`config.mk`:
```
export PLATFORM = sky130hd
export DESIGN_NAME = read_pointers
export DESIGN_NICKNAME = d
export VERILOG_FILES = /design/src/rtl/read_pointers.sv
export SDC_FILE = /design/constraint.sdc
export NUM_CORES = 1
export LEC_CHECK = 0
export ABC_CLOCK_PERIOD_IN_PS = 3950
export CAP_MARGIN = 20
export CORE_UTILIZATION = 35
export CTS_CLUSTER_SIZE = 14
export DETAILED_ROUTE_END_ITERATION = 8
export HOLD_SLACK_MARGIN = 0.15
export SLEW_MARGIN = 20
export SYNTH_ARGS = -nofsm -noshare
export SYNTH_HDL_FRONTEND = slang
export SYNTH_SLANG_ARGS = --single-unit
```
`constraint.sdc`:
```
create_clock -name clk -period 3.95 [get_ports clk]
set_input_delay 0.79 -clock clk [delete_from_list [all_inputs] [get_ports clk]]
set_output_delay 0.79 -clock clk [all_outputs]
set_load 0.01 [all_outputs]
```
`src/rtl/read_pointers.sv`:
```
// Read-side pointer and occupancy stage of the single-clock FIFO.
// Tracks the head address, issues registered RAM read address/enable,
// delays the enable to mark RAM data valid, and keeps occupancy and
// sticky overflow/underflow flags. Status outputs decode only registers.
module read_pointers #(
  parameter int ADDR_W = 4
) (
  input  logic              clk,
  input  logic              reset,
  input  logic              push,
  input  logic              pop,
  input  logic              err_clr,
  output logic [ADDR_W-1:0] r_add,
  output logic              r_en,
  output logic              rd_valid,
  output logic [ADDR_W:0]   count,
  output logic              full,
  output logic              empty,
  output logic              ovf,
  output logic              unf
);

  localparam int DEPTH = 2 ** ADDR_W;
  localparam logic [ADDR_W:0] DEPTH_C = (ADDR_W + 1)'(DEPTH);

  logic [ADDR_W-1:0] rd_ptr;
  logic              pop_ok;
  logic              push_ok;
  logic              ovf_set;
  logic              unf_set;

  // full/empty come from the count register only, so no input-to-output path
  assign full  = (count == DEPTH_C);
  assign empty = (count == '0);

  // A push while full is still accepted when a pop frees a slot the same edge
  assign pop_ok  = pop & ~empty;
  assign push_ok = push & (~full | pop_ok);
  assign ovf_set = push & full & ~pop_ok;
  assign unf_set = pop & empty;

  // Head pointer and RAM read port; pointer wraps naturally at ADDR_W bits
  always_ff @(posedge clk) begin
    if (reset) begin
      rd_ptr   <= '0;
      r_add    <= '0;
      r_en     <= 1'b0;
      rd_valid <= 1'b0;
    end else begin
      rd_valid <= r_en;
      r_en     <= pop_ok;
      if (pop_ok) begin
        r_add  <= rd_ptr;
        rd_ptr <= rd_ptr + 1'b1;
      end
    end
  end

  // Occupancy: simultaneous accepted push and pop leave count unchanged
  always_ff @(posedge clk) begin
    if (reset) begin
      count <= '0;
    end else begin
      unique case ({push_ok, pop_ok})
        2'b10:   count <= count + 1'b1;
        2'b01:   count <= count - 1'b1;
        default: count <= count;
      endcase
    end
  end

  // Sticky error flags; a set event in the same cycle beats err_clr
  always_ff @(posedge clk) begin
    if (reset) begin
      ovf <= 1'b0;
      unf <= 1'b0;
    end else begin
      ovf <= ovf_set | (ovf & ~err_clr);
      unf <= unf_set | (unf & ~err_clr);
    end
  end

endmodule

```
* Word-level counts from Yosys, hierarchy flattened *
Index checks and enable logic that the tools add are counted.

word-level totals
  bits in latches = 0
  word-level logic and storage cells = 30
  memories = 0
  RAM bits = 0
  output and inout port bits = 15
  input port bits = 5
  bits in registers = 17
  memory bits (read-only) = 0

cells by class
  order comparisons = 0
  equality and inequality tests = 3
  divide/modulo/power cells = 0
  reductions and logical operators = 2
  bitwise gates (word level) = 14
  multiply operators = 0
  mux-type cells = 1
  add/sub/neg operators = 3
  shifts and indexed selects = 0

operators with widths
  operator                                          count
  one-hot mux 5 bit (2 select lines)                1
  bitwise AND 1 bit                                 7
  adder 5 x 1 -> 5 bit, second input constant       1
  == test 5 bit, second input constant              1
  zero test 5 bit                                   1
  subtractor 5 x 1 -> 5 bit, second input constant  1
  adder 4 x 1 -> 4 bit, second input constant       1
  inverter 1 bit                                    4
  OR 1 bit                                          3
  == test 2 x 1 -> 1 bit, second input constant     1
  == test 2 bit, second input constant              1
  nonzero test 2 bit                                1

* Depth between registers and ports, before layout *
Gate-level depths: netlist of run 1.

  word-level depth = 7
  depth in mapped cells = 10
  gate-level depth less buffers = 8

* Worst setup path after synthesis of run 1 *
OpenSTA, ideal clock, no wires.

  kind = input port to flip-flop
  start point = input port pop
  end point = register count[4]
  arrival = 2.413 ns
  stages = 8
  path slack = 1.442 ns
  library setup time = 0.095 ns
  path through = clkbuf_1 -> nor2b_1 -> o21ai_2 -> o21ai_0 -> ha_1 -> nand4_1 -> a22o_1 -> a221oi_1

on the way
  cells in the longest elaborated chain, start to end = 5
  elaborated cells on any way between the ends = 7
  classes of those cells = eq/ne (2); mux (1); bitwise (3); reduce/logical (1)

RTL lines
  item                                                                             line  text
  start, declared                                                                  11    input logic pop,
  bitwise AND 1 bit (*)                                                            37    assign pop_ok = pop & ~empty;
  OR 1 bit                                                                         38    assign push_ok = push & (~full | pop_ok);
  bitwise AND 1 bit                                                                38
  == test 2 x 1 -> 1 bit / == test 2 bit (equally long branches)                   64    unique case ({push_ok, pop_ok})
  one-hot mux 5 bit (2 select lines) / nonzero test 2 bit (equally long branches)  n/a
  end signal, assigned                                                             65    2'b10: count <= count + 1'b1;
  end signal, assigned                                                             66    2'b01: count <= count - 1'b1;
  end signal, assigned                                                             67    default: count <= count;
  end, declared                                                                    16    output logic [ADDR_W:0] count,

Mark *: on every way between the ends. The rest lies on a longest branch, timed or not.
A chain may end at the register's enable or synchronous reset.

* Worst setup path in the final report of run 1 *
  start point = register count[0]
  end point = output port full

on the way
  cells in the longest elaborated chain, start to end = 1

RTL lines
  item           line  text
  == test 5 bit  33    assign full = (count == DEPTH_C);
  end, declared  17    output logic full,

Every way passes these cells.

==> flow_summary.ini, run 1 <==
[timing]
hold_violations = 0
drv_slew = 0
rsz0062_at_grt = false
clock_skew_ns = 0.00337
tns_ns = 0
finalWorstSetupSlack_ns = 1.07
period_share = 0.729
setup_viol = 0
slew_headroom = 0.546
timing.fmax_mhz = 347
worst_pin_slew_ns = 0.679
min_period_ns = 2.88

[critical_path]
r2r_slack_ns = 1.53
startpoint = count[0]
timing.rr.end = count[4]
worstSetupStartpointType = flip-flop
cp-end-kind = output port
crit_type = flip-flop to output port
critPathArrivalTime_ns = 2.09
worst-r2r-cell-count = 8
required_ns = 3.16
reg2reg_from = count[0]
crit_end = full
critPathMaxFanout = 9

[placement]
port_buffers = 19
place_ws_ns = 0.865
hpwl_um = 1300
place.gp.congestion = 0.927

[layout]
antenna_cells = 0
nNetsFinal = 121
n_fill_cell = 228
drive_above_1_share = 0.0796
area_growth_pct = 24.8
final_common_cell = clkdlybuf4s50_1
mostFrequentLayoutCells = 19 x clkdlybuf4s50_1, 17 x dfxtp_1, 13 x nor2_1

[routing]
drtIter0Drc = 9
drc = 0
vias = 740
post_drt_wl_per_cell_um = 12.5
routed_wl_um = 1760
ant_nets = 0
via_per_inst = 5.25
drt_first_pass_iters = 4

[pwr]
p_leak_uw = 0.000434
ir_worst_vdd_v = 0.000338
power.density_nw_per_um2 = 652

[synth]
avgSynthCellArea_um2 = 9.03
synthCells = 96
synth.area.top_cells = dfxtp_1 39%, mux2i_1 8.1%, nor2_1 5.6%
synth_seq_cells = 17
ys_types = 30
yosysWarnings = 0
synth_area_um2 = 867
yosysSeqAreaShare = 0.392
synth.largest_area_cell = dfxtp_1
synth_top_area_share = 0.392
synth.net_count = 103

[clock_tree]
cts_root_buf = clkbuf_4
cts.sinks = 17
htree_levels = 1
cts_inserted_buffers = 3
cts_setup_buffers = 0
clk-insertion-delay-late_ns = 0.29
cts_tree = built
clock_path_buffers = 2
cts.clk_slew.worst_paths_ns = 0.10
post_cts_resized = 0
hold_buffers = 0

[global_route]
grt_pass1_vias = 684
use_met1 = 0.191
busiest_layer = met2
met2_usage = 0.251
track_usage = 0.154
antenna_found_initial = 0
grt_max_degree = 19
use_met3 = 0.0351
grt_pass1_wl_um = 2980
grt_overflow = 0

[floorplan]
num_rows = 17
start_util = 0.381
io_pins = 20
die_area_um2 = 2680
die_width_um = 51.8
fp.dieH_um = 51.8
coreArea_um2 = 2280

[outcome]
status = complete, no violations

[job]
maxCapViolations = 0

[worst_hold_path]
hold_path_depth = 1
hp-start = r_en
min_path_type = flip-flop to flip-flop
stage by stage:
step                 util  cell area [um2]  std cells  hold slack [ns]  total power [uW]
finish              0.476             1080        141            0.467               706
global route        0.476             1080        141            0.482               761
CTS                 0.476             1080        141            0.478               715
detailed placement  0.463             1050        137            0.462               619
global placement    0.463             1050        137            0.444               618
floorplan               -              867         96            0.478               528
registers in the layout, indices dropped and copies added, names as in the netlist:
register,cells
count,5
ovf,1
r_add,4
r_en,1
rd_ptr,4
rd_valid,1
unf,1
critical path: stages (launching register included):
cell and delay, ns:
dfxtp_1 0.43, or4_4 0.64, nor2_1 0.17, clkdlybuf4s50_1 0.56
layer usage:
| metal | up-vias | wire length, um |
|---|---|---|
| li1 | 374 | - |
| met1 | 352 | 846 |
| met2 | 12 | 846 |
| met3 | 2 | 51 |
| met4 | 0 | 14 |
| met5 | - | 0 |
synth_stat cells:
cell type	n
dfxtp_1	17
nor2_1	13
mux2i_1	7
nor2b_1	5
nor3_1	5
a21oi_1	4
clkbuf_1	4
inv_1	4
nand2_1	4
nand3_1	4
nand4_1	3
xor2_1	3
a22oi_1	2
buf_6	2
ha_1	2
o211ai_1	2
o21ai_0	2
a21boi_0	1
a21o_1	1
a221oi_1	1
a22o_1	1
a32oi_1	1
and3_1	1
mux2_1	1
mux2_2	1
nand2b_1	1
nor4_4	1
o21ai_2	1
o21ai_4	1
or4_4	1
layout make-up:
type,instances,area (um2),area share
Multi-Input combinational cell,69,474,0.438
Sequential cell,17,340,0.314
Timing Repair Buffer,19,190,0.176
Tap cell,28,35.0,0.0324
Clock buffer,3,22.5,0.0208
Inverter,4,15.0,0.0139
Clock inverter,1,5.00,0.00462
how the worst min path moves through the flow:
stage | to | slack, ns
floorplan | rd_ptr[3] | 0.48
global placement | rd_valid | 0.44
detailed placement | rd_valid | 0.46
CTS | rd_valid | 0.48
global route | rd_valid | 0.48
finish | rd_valid | 0.47
where the power goes:
group / total, uW / switching (uW) / internal, uW
combinational: 352 / 169 / 183
sequential: 260 / 56.2 / 204
clock: 93.2 / 55.6 / 37.6
cell families after synthesis:
| family | after synthesis | synth area share |
|---|---|---|
| AOI/OAI and AO/OA | 17 | 0.146 |
| xor gates and xnor gates | 3 | 0.0303 |
| adders and majority gates | 2 | 0.0289 |
| buffers and inverters | 10 | 0.0606 |
| DFF | 17 | 0.393 |
| muxes | 9 | 0.107 |
| and+or+nand+nor | 38 | 0.235 |
Note: power is estimated with default switching activity, not from simulation.
==> run 2: changes to the inputs <==
--- a/config.mk
+++ b/config.mk
@@ -5,7 +5,7 @@
 export SDC_FILE = /design/constraint.sdc
 export NUM_CORES = 1
 export LEC_CHECK = 0
-export ABC_CLOCK_PERIOD_IN_PS = 3950
+export ABC_CLOCK_PERIOD_IN_PS = 2900
 export CAP_MARGIN = 20
 export CORE_UTILIZATION = 35
 export CTS_CLUSTER_SIZE = 14
==> constraint.sdc (replaced) <==
create_clock -name clk -period 2.9 [get_ports clk]
set_input_delay 0.58 -clock clk [delete_from_list [all_inputs] [get_ports clk]]
set_output_delay 0.58 -clock clk [all_outputs]
set_load 0.01 [all_outputs]
==> run 2 against run 1 <==
  * Sequential power increased by 37%
  * Global-route usage increased by 0.32 points
  * Register-to-register slack got worse by 1.1 ns
  * Via count increased by 1.2%
  * Flip-flop and latch count unchanged
  * Clock skew about the same
  * First-iteration DRC count decreased by 67%
  * Non-clock buffer count increased by 3
  * Power increased by 36%
  * Sequential share of layout area decreased by 0.64 points
  * Cell area increased by 2.1%
  * Routed wire length increased by 2.0%
  * Critical path type unchanged
  * Largest cell class unchanged
  * Highest routed layer unchanged
==> flow_summary.ini, run 2 (synthesis results as in run 1) <==
[routing]
routed_wl_um = 1800
drt_first_pass_iters = 4
drtIter0Drc = 3
drc = 0
post_drt_wl_per_cell_um = 12.5
ant_nets = 0
via_per_inst = 5.20
vias = 749

[timing]
min_period_ns = 2.66
rsz0062_at_grt = false
hold_violations = 0
drv_slew = 0
worst_pin_slew_ns = 0.410
setup_viol = 0
tns_ns = 0
clock_skew_ns = 0.00312
period_share = 0.919
timing.fmax_mhz = 375
slew_headroom = 0.727

[floorplan]
io_pins = 20
coreArea_um2 = 2280
start_util = 0.381
fp.dieH_um = 51.8
num_rows = 17
die_width_um = 51.8
die_area_um2 = 2680

[global_route]
grt_pass1_wl_um = 3160
track_usage = 0.157
use_met3 = 0.0322
met2_usage = 0.268
antenna_found_initial = 0
grt_overflow = 0
grt_max_degree = 13
use_met1 = 0.186
grt_pass1_vias = 736
busiest_layer = met2

[critical_path]
critPathArrivalTime_ns = 2.08
crit_type = flip-flop to output port
cp_top_family = simple AND/OR/NAND/NOR gates
crit_slowest_cell = or4_4
critPathMaxFanout = 9
required_ns = 2.32
worstSetupStartpointType = flip-flop
crit_path_cell_trace = or4_4, nor2_1, clkdlybuf4s50_1
crit_buf_inv = 1
path_depth = 3
cpPeakStageDelay_ns = 0.65
cp-end-kind = output port
worst-r2r-cell-count = 8

[clock_tree]
cts_tree = built
htree_levels = 1
cts_inserted_buffers = 3
clk-insertion-delay-late_ns = 0.29
cts.clk_slew.worst_paths_ns = 0.10
clock_path_buffers = 2
post_cts_resized = 0
hold_buffers = 0
cts.sinks = 17
cts_setup_buffers = 0
cts_root_buf = clkbuf_4

[layout]
largest_reg_flops = 5
antenna_cells = 0
largestRegisters = count: 5 flops, r_add: 4 flops, rd_ptr: 4 flops
n_fill_cell = 233
drive_above_1_share = 0.103
regMostFlops = count
final-instance-count-excl-fill = 144
final_common_cell = clkdlybuf4s50_1
mostFrequentLayoutCells = 19 x clkdlybuf4s50_1, 17 x dfxtp_1, 13 x nor2_1
area_growth_pct = 27.4
nNetsFinal = 124

[worst_hold_path]
hold_path_depth = 1
min_path_type = flip-flop to flip-flop

[placement]
place_inst = 140
place.gp.congestion = 0.814
hpwl_um = 1320
port_buffers = 19

[pwr]
power.density_nw_per_um2 = 869
p_leak_uw = 0.000449
ir_worst_vdd_v = 0.000408

[outcome]
status = complete, no violations

[job]
maxCapViolations = 0
run 2: metrics by stage:
stage / total power [uW] / utilization / setup WS [ns] / area, um2 / hold slack, ns
floorplan: 719 / - / 0.602 / 867 / 0.478
global placement: 838 / 0.473 / 0.372 / 1080 / 0.446
detailed placement: 842 / 0.473 / 0.360 / 1080 / 0.461
CTS: 974 / 0.485 / 0.218 / 1100 / 0.476
global route: 1040 / 0.485 / 0.150 / 1100 / 0.502
finish: 960 / 0.485 / 0.236 / 1100 / 0.470
run 2: worst reg2reg max path: cells and delay by family, from the launching register on:
| kind | cells | cell delay, ns |
|---|---|---|
| AOI/OAI and AO/OA | 4 | 0.82 |
| and+or+nand+nor | 2 | 0.75 |
| DFF | 1 | 0.44 |
| adders and majority gates | 1 | 0.24 |
| buffers and inverters | 1 | 0.08 |
run 2: routing by layer:
| layer | vias to the layer above | wire (um) | share of wire |
|---|---|---|---|
| met2 | 15 | 848 | 0.47 |
| li1 | 380 | - | - |
| met1 | 350 | 844 | 0.47 |
| met5 | - | 0 | 0 |
| met4 | 0 | 30 | 0.017 |
| met3 | 4 | 71 | 0.040 |
run 2: final timing paths:
check	startpoint	end	slack, ns
max	count[0]	full	0.24
min	r_en	rd_valid	0.47
max reg2reg	count[0]	count[4]	0.48
min reg2reg	r_en	rd_valid	0.47
run 2: area by class of cell:
class                           instances  area [um2]  share of cell area
Clock buffer                            3        22.5              0.0204
Clock inverter                          1        5.00             0.00453
Inverter                                4        15.0              0.0136
Multi-Input combinational cell         69         474               0.429
Sequential cell                        17         340               0.308
Tap cell                               28        35.0              0.0317
Timing Repair Buffer                   22         213               0.193
run 2: where the power goes:
part           total, uW  switching (uW)  leakage [uW]  internal [uW]
clock network        128            76.7     0.0000177           51.2
registers            357            79.5      0.000138            277
logic                476             223      0.000293            252
total                960             380      0.000449            581
